[src/rtl/mag_cmp_pkg.sv]
// rtl/mag_cmp_pkg.sv - shared types and helpers for the sequential magnitude comparator
package mag_cmp_pkg;

  // Controller states
  typedef enum logic [1:0] {
    IDLE = 2'd0,
    RUN  = 2'd1,
    DONE = 2'd2
  } state_t;

  // Encoded comparison verdict
  typedef enum logic [1:0] {
    CMP_EQ = 2'd0,
    CMP_GT = 2'd1,
    CMP_LT = 2'd2
  } cmp_res_t;

  // Ceiling log2, used to size the slice index
  function automatic int clog2(input int value);
    int r;
    r = 0;
    for (int i = 0; i < 31; i++) begin
      if ((1 << i) < value) r = i + 1;
    end
    return r;
  endfunction

endpackage

[src/rtl/cmp2_slice.sv]
// rtl/cmp2_slice.sv - combinational 2-bit unsigned equal/greater/less slice comparator
module cmp2_slice (
  input  logic [1:0] a,
  input  logic [1:0] b,
  output logic       eq,
  output logic       gt,
  output logic       lt
);

  assign eq = (a == b);
  assign gt = (a > b);
  assign lt = (a < b);

endmodule

[src/rtl/mag_cmp_seq.sv]
// rtl/mag_cmp_seq.sv - sequential N-bit magnitude comparator controller, optional MAG_CMP_SEQ_EARLY_EXIT_EN
module mag_cmp_seq
  import mag_cmp_pkg::*;
#(
  parameter int WIDTH = 8
) (
  input  logic             clk,
  input  logic             rst,
  input  logic             start,
  input  logic [WIDTH-1:0] A,
  input  logic [WIDTH-1:0] B,
  output logic             busy,
  output logic             done,
  output logic             Eq,
  output logic             Gt,
  output logic             Lt
);

  localparam int NS = WIDTH / 2;
  localparam int IW = (clog2(NS) < 1) ? 1 : clog2(NS);

  state_t         r_state;
  logic [WIDTH-1:0] r_a;
  logic [WIDTH-1:0] r_b;
  logic [IW-1:0]  r_idx;
  logic           r_seen;
  cmp_res_t       r_verdict;

  logic [WIDTH-1:0] w_a_sh;
  logic [WIDTH-1:0] w_b_sh;
  logic           w_eq;
  logic           w_gt;
  logic           w_lt;
  logic           w_record;
  cmp_res_t       w_slice_res;
  cmp_res_t       w_verdict;
  logic           w_last;
  logic           w_exit;

  // Select the current 2-bit slice of each operand, MSB slice first
  assign w_a_sh = r_a >> {r_idx, 1'b0};
  assign w_b_sh = r_b >> {r_idx, 1'b0};

  cmp2_slice u_slice (
    .a  (w_a_sh[1:0]),
    .b  (w_b_sh[1:0]),
    .eq (w_eq),
    .gt (w_gt),
    .lt (w_lt)
  );

  // The first unequal slice decides; later slices never overwrite it
  assign w_record    = !r_seen && !w_eq;
  assign w_slice_res = w_gt ? CMP_GT : (w_lt ? CMP_LT : CMP_EQ);
  assign w_verdict   = w_record ? w_slice_res : r_verdict;
  assign w_last      = (r_idx == '0);

`ifdef MAG_CMP_SEQ_EARLY_EXIT_EN
  assign w_exit = w_last || w_record;
`else
  // Always walk every slice so timing does not depend on operand data
  assign w_exit = w_last;
`endif

  // Controller FSM with registered handshake and verdict outputs
  always_ff @(posedge clk) begin
    if (rst) begin
      r_state   <= IDLE;
      busy      <= 1'b0;
      done      <= 1'b0;
      Eq        <= 1'b0;
      Gt        <= 1'b0;
      Lt        <= 1'b0;
      r_seen    <= 1'b0;
      r_verdict <= CMP_EQ;
    end else begin
      case (r_state)
        IDLE: begin
          done <= 1'b0;
          if (start) begin
            r_a       <= A;
            r_b       <= B;
            r_idx     <= IW'(NS - 1);
            r_seen    <= 1'b0;
            r_verdict <= CMP_EQ;
            Eq        <= 1'b0;
            Gt        <= 1'b0;
            Lt        <= 1'b0;
            busy      <= 1'b1;
            r_state   <= RUN;
          end
        end
        RUN: begin
          r_verdict <= w_verdict;
          r_seen    <= r_seen || w_record;
          if (w_exit) begin
            Eq      <= (w_verdict == CMP_EQ);
            Gt      <= (w_verdict == CMP_GT);
            Lt      <= (w_verdict == CMP_LT);
            done    <= 1'b1;
            r_state <= DONE;
          end else begin
            r_idx <= r_idx - 1'b1;
          end
        end
        DONE: begin
          done    <= 1'b0;
          busy    <= 1'b0;
          r_state <= IDLE;
        end
        default: begin
          done    <= 1'b0;
          busy    <= 1'b0;
          r_state <= IDLE;
        end
      endcase
    end
  end

endmodule

[config.mk]
export PLATFORM = sky130hd
export DESIGN_NAME = mag_cmp_seq
export DESIGN_NICKNAME = d
export VERILOG_FILES = /design/src/rtl/mag_cmp_pkg.sv /design/src/rtl/cmp2_slice.sv /design/src/rtl/mag_cmp_seq.sv
export SDC_FILE = /design/constraint.sdc
export NUM_CORES = 1
export LEC_CHECK = 0
export CAP_MARGIN = 15
export CORE_UTILIZATION = 52
export DETAILED_ROUTE_END_ITERATION = 8
export PLACE_DENSITY = 0.81
export SLEW_MARGIN = 20
export SYNTH_ARGS = -nofsm -noshare
export SYNTH_HDL_FRONTEND = slang
export SYNTH_SLANG_ARGS = --single-unit
[constraint.sdc]
create_clock -name clk -period 6.5 [get_ports clk]
set_clock_uncertainty 0.2 [all_clocks]
set_input_delay 1.625 -clock clk [delete_from_list [all_inputs] [get_ports clk]]
set_output_delay 1.625 -clock clk [all_outputs]
set_load 0.01 [all_outputs]
-- Word level (Yosys, flattened, before mapping)
Index checks and enable logic that the tools add are counted.
- word-level logic and storage cells: 61
- register bits: 28
- add/subtract/negate cells: 1
- bitwise operators: 2
- $lt $le $gt $ge: 2
- equal/unequal tests: 7
- shift operators: 2
- reduce and logical (&&, ||, !) cells: 15
- mux-type cells: 21
- operators with widths (cell ; count):
    $mux W2 ; 8
    $shr A8 B3 Y2 ; 2
    $pmux W2 S2 ; 3
    $pmux W1 S2 ; 5
    $logic_not A2 Y1 ; 3
    $ne A2 B2 Y1 const B ; 3
    $reduce_and A2 Y1 ; 3
    $reduce_and A3 Y1 ; 2
    $mux W1 ; 5
    $eq A2 B1 Y1 const B ; 2
    $reduce_and A4 Y1 ; 1
    $eq A2 B2 Y1 ; 1
    $eq A2 B2 Y1 const B ; 1
    $gt A2 B2 Y1 ; 1
    $logic_not A1 Y1 ; 2
    $lt A2 B2 Y1 ; 1
    $not A1 Y1 ; 2
    $reduce_bool A2 Y1 ; 1
    $reduce_or A2 Y1 ; 1
    $sub A2 B1 Y2 const B ; 1
    $logic_and A1 B1 Y1 ; 1
    $logic_or A1 B1 Y1 ; 1

-- Logic depth before layout (Yosys ltp)
- depth in word-level cells: 8
- gate-level depth with buffers: 8
- depth with buffers taken out: 7

-- Cells and area by module
A second synthesis with hierarchy kept.
- cells, all modules: 88
- area total of the unflattened synthesis: 1177.4 µm²
- modules (own cells, without submodules) (module ; seq. area each (µm²) ; instances ; area each (µm²) ; cells an instance):
    mag_cmp_seq ; 740.7 ; 1 ; 1114.8 ; 79
    cmp2_slice ; 0.0 ; 1 ; 62.6 ; 9

-- Worst setup path after synthesis
Ideal clock, no wire load.
- kind: input -> register
- start: in rst
- end: reg r_a[0] (enable)
- stages: 2
- setup slack: 2894 ps
- library setup time: 409 ps
- arrival: 2997 ps
- buffers on the path: 1
- cell sequence: clkbuf_1 nor3_1
- word-level cells in the longest chain between the ends: 2
- RTL lines (what ; line ; RTL):
    start, declared ; mag_cmp_seq.sv:8 ; input logic rst,
    $not A1 Y1 (no source line) ; - ;
    $reduce_and A3 Y1 (no source line) ; - ;
    end signal, assigned ; mag_cmp_seq.sv:81 ; r_a <= A;
    end, declared ; mag_cmp_seq.sv:23 ; logic [WIDTH-1:0] r_a;
No other way between the ends.
A chain may end at the register's enable or synchronous reset.

-- Worst setup path after layout
- start: in rst
- end: reg r_b[2] (enable)
- word-level cells in the longest chain between the ends: 2
- RTL lines (what ; line ; RTL):
    $not A1 Y1 (no source line) ; - ;
    $reduce_and A3 Y1 (no source line) ; - ;
    end signal, assigned ; mag_cmp_seq.sv:82 ; r_b <= B;
    end, declared ; mag_cmp_seq.sv:24 ; logic [WIDTH-1:0] r_b;
No other way between the ends.

==> Flow_metrics.wiki <==
{| class="wikitable"
! Metric !! Value
|-
| Post-synthesis cell area || 0.00112 sq mm
|-
| Cell-by-cell listing of the critical path || clkdlybuf4s50_1, nor3_4
|-
| Timing-limited maximum frequency || 0.314 GHz
|-
| Slew at the pin closest to its max-slew limit || 0.715 ns
|-
| Arrival time at the worst endpoint || 2.95 ns
|-
| Adder-cell share of the synthesized area || 3.34%
|-
| Share of layout cells above drive strength 1 || 9.52%
|-
| Htree depth || 1
|-
| Die Footprint || 0.00235 sq mm
|-
| Number of cells traversed by the worst hold path || 2
|-
| Total of max-cap violations || 0
|-
| Worst r2r path cells || 6
|-
| Final hold violation count || 0
|-
| Global-route wire length before repair || 3040 um
|-
| Clock-pin slew on the worst setup and hold paths || 0.14 ns
|-
| Number of global-route vias before repair || 736
|-
| Cell variety after synth || 25
|-
| Global placer's final weighted congestion || 0.774
|-
| Synthesized area per cell || 14.0 sq um
|-
| Worst Hold Margin || 0.279 ns
|-
| Post-Syn Instances || 80
|-
| TritonCTS Buffers || 3
|-
| Hold-critical path endpoint || busy$_SDFFE_PP0P_
|-
| Top cell type by total area after synthesis || sky130_fd_sc_hd__edfxtp_1
|-
| Clock Root Buffer || sky130_fd_sc_hd__clkbuf_4
|-
| Die span in x || 48.5 um
|-
| Area share of the largest cell type after synthesis || 48.1%
|-
| Run status || finished, final reports clean
|-
| Worst reg-to-reg setup slack || 4.06 ns
|-
| Post-route fraction of the period consumed by the critical path || 49.0%
|-
| Headroom to the max-slew limit || 52.2%
|-
| Clock Sink Count || 28
|-
| Synth Warn # || 0
|-
| Maximum clock insertion buffer count || 2
|-
| Net Count, Synth || 102
|-
| Highest net fanout along the worst path || 16
|-
| Post-CTS Hold Buffers || 0
|-
| FF+latch count, synth || 28
|-
| Max Slew Vio Count || 0
|-
| Area delta synth->final || 26.1%
|-
| Minimum clock period after layout || 3.19 ns
|-
| Detailed placement HPWL || 1350 um
|-
| Buffers added on ports || 23
|-
| Master of the slowest instance on the critical path || sky130_fd_sc_hd__nor3_4
|-
| Initial Utilization || 56.1%
|-
| Category of the most critical setup path || input port to register
|-
| Die Y-Extent || 48.5 um
|-
| Max incr delay on CP || 0.69 ns
|-
| Fill cells || 141
|-
| Area of the multi-input gates || 367 sq um
|-
| Maximum number of pins on one net before global-route repair || 17
|-
| Worst min path class || register to register
|-
| Overall routing resource usage || 17.2%
|-
| Worst hold start || busy$_SDFFE_PP0P_
|-
| Required time at the endpoint of the critical path || 6.27 ns
|-
| Ranking of synthesized cells by area || sky130_fd_sc_hd__edfxtp_1, sky130_fd_sc_hd__dfxtp_1, sky130_fd_sc_hd__mux4_2
|-
| Static leakage || 0.511 nW
|-
| Number of antenna repair diodes || 0
|-
| Final Instance Area || 0.00142 sq mm
|-
| RSZ-0062 raised after global routing || false
|-
| Standard-cell row count || 16
|-
| Post-CTS setup buffer count || 0
|-
| Total via count after detailed routing || 731
|-
| Area fraction in and, or, nand and nor cells after synthesis || 11.8%
|-
| Area of the core region || 0.00200 sq mm
|-
| Final layout net count || 128
|-
| Complex-gate fraction of the synthesized area || 8.46%
|-
| Capture point of the worst reg-to-reg path || Lt$_SDFFE_PP0P_
|-
| Total Wirelength || 1740 um
|-
| Largest family of logic cells by synthesized area || simple AND/OR/NAND/NOR gates
|-
| Final setup TNS || 0 ns
|-
| Post-synthesis mux area share || 8.02%
|-
| Antenna violations before repair || 0
|-
| Area taken by flip-flops and latches || 741 sq um
|-
| TritonCTS clock tree || built
|-
| Critical Path Sink Type || register
|-
| Per-cell routed wire length || 13.2 um
|-
| Number of buffer and inverter instances along the worst setup path || 1
|-
| Top cell family by delay on the critical path || simple AND/OR/NAND/NOR gates
|-
| Peak supply drop || 191 uV
|-
| Setup crit start kind || input port
|-
| Sequential element share of the synthesized area || 65.9%
|-
| Total power divided by cell area || 224 mW/mm^2
|-
| Remaining antenna violation count || 0
|-
| Count of unresolved DRC violations after routing || 0
|-
| Clock latency of the later-clocked register in the worst-skew pair || 0.31 ns
|-
| # IOs || 24
|-
| Most common library cell in the layout ignoring fill and taps || sky130_fd_sc_hd__clkdlybuf4s50_1
|-
| Overflow left after global routing || 0
|-
| Xor/xnor share of the synthesized area || 0%
|-
| Commonest cells after routing, fill and taps aside || sky130_fd_sc_hd__clkdlybuf4s50_1, sky130_fd_sc_hd__edfxtp_1, sky130_fd_sc_hd__dfxtp_1
|-
| Detailed-route vias per instance || 5.54
|-
| Total setup violations reported at the end of the flow || 0
|-
| DRT Pass-1 Iters || 5
|-
| Placed Area || 0.00138 sq mm
|-
| R2R Path Start || r_idx[0]$_SDFFCE_PN1P_
|-
| Number of cells upsized or downsized after cts || 0
|-
| Number of design-rule violations left by the first detailed-router iteration || 28
|}
==> cell families (layout without fill, tap and decap cells) <==
family	count (synthesis)	count (layout)
DFF	28	28
and+or+nand+nor	25	25
AOI/OAI and AO/OA	13	13
buffers and inverters	7	32
muxes	4	4
adders and majority gates	3	3
==> per-stage QoR <==
step	std cells	total power, W	setup WS (ns)	util, %
floorplan	80	0.000232	2.89	-
global placement	128	0.000249	2.69	69.1
detailed placement	128	0.000251	2.63	69.1
CTS	132	0.000321	2.98	70.4
global route	132	0.000333	3.20	70.8
finish	132	0.000318	3.31	70.8
==> state kept, by name (all words and copies together) (netlist names) <==
name	cells
r_state	2
r_b	8
done	1
busy	1
r_verdict	2
r_seen	1
Gt	1
r_idx	2
Lt	1
Eq	1
r_a	8
==> worst reg2reg max path, delay by kind of cell, from the launching register on <==
family	cells	cell delay [ns]
AOI/OAI and AO/OA	2	0.44
adders and majority gates	1	0.34
DFF	1	0.55
muxes	1	0.55
and+or+nand+nor	2	0.32
==> power by group <==
| group | leakage, nW | switching, W | internal (W) |
|---|---|---|---|
| clock network | 0.0150 | 0.0000465 | 0.0000240 |
| registers | 0.246 | 0.00000436 | 0.000198 |
| logic | 0.250 | 0.0000200 | 0.0000249 |
| total | 0.511 | 0.0000709 | 0.000247 |
==> per-layer routing <==
| metal | share of wire (%) | wire length [um] | GRT usage [%] |
|---|---|---|---|
| met1 | 41 | 719 | 19.5 |
| met2 | 54 | 938 | 31.9 |
| met3 | 4.3 | 74 | 3.77 |
| met4 | 0.52 | 9 | 5.88 |
| met5 | 0 | 0 | 0 |
==> Yosys cell counts <==
library cell / count
sky130_fd_sc_hd__nand2b_4: 1
sky130_fd_sc_hd__a2bb2oi_1: 1
sky130_fd_sc_hd__nand2_1: 4
sky130_fd_sc_hd__nand2b_1: 3
sky130_fd_sc_hd__dfxtp_1: 10
sky130_fd_sc_hd__nor3b_1: 1
sky130_fd_sc_hd__edfxtp_1: 18
sky130_fd_sc_hd__a32o_1: 1
sky130_fd_sc_hd__ha_1: 3
sky130_fd_sc_hd__o32ai_1: 1
sky130_fd_sc_hd__o21ai_2: 1
sky130_fd_sc_hd__nor3_1: 4
sky130_fd_sc_hd__a211oi_1: 1
sky130_fd_sc_hd__buf_2: 1
sky130_fd_sc_hd__nor2b_1: 2
sky130_fd_sc_hd__clkbuf_1: 1
sky130_fd_sc_hd__nor2_1: 8
sky130_fd_sc_hd__mux4_2: 4
sky130_fd_sc_hd__o2111ai_1: 1
sky130_fd_sc_hd__nand3b_1: 1
sky130_fd_sc_hd__a21oi_1: 5
sky130_fd_sc_hd__a22o_1: 1
sky130_fd_sc_hd__and2b_1: 1
sky130_fd_sc_hd__inv_1: 5
sky130_fd_sc_hd__a211o_1: 1
==> how the worst max path moves through the flow <==
stage / from / cells past startpoint / end / slack, ns
after floorplan: rst / 2 / r_a[0]$_DFFE_PP_ / 2.89
after global placement: rst / 2 / r_a[0]$_DFFE_PP_ / 2.69
after detailed placement: rst / 2 / r_a[1]$_DFFE_PP_ / 2.63
after CTS: rst / 2 / r_a[3]$_DFFE_PP_ / 2.98
after global routing: rst / 2 / r_a[3]$_DFFE_PP_ / 3.20
final: rst / 2 / r_b[2]$_DFFE_PP_ / 3.31
==> cell type report <==
| class | instances | area share [%] |
|---|---|---|
| Clock buffer | 4 | 1.86 |
| Inverter | 5 | 1.33 |
| Timing Repair Buffer | 23 | 16.3 |
| Multi-Input combinational cell | 45 | 25.9 |
| Sequential cell | 28 | 52.3 |
| Tap cell | 27 | 2.39 |
Power figures use the tool's default switching activity.
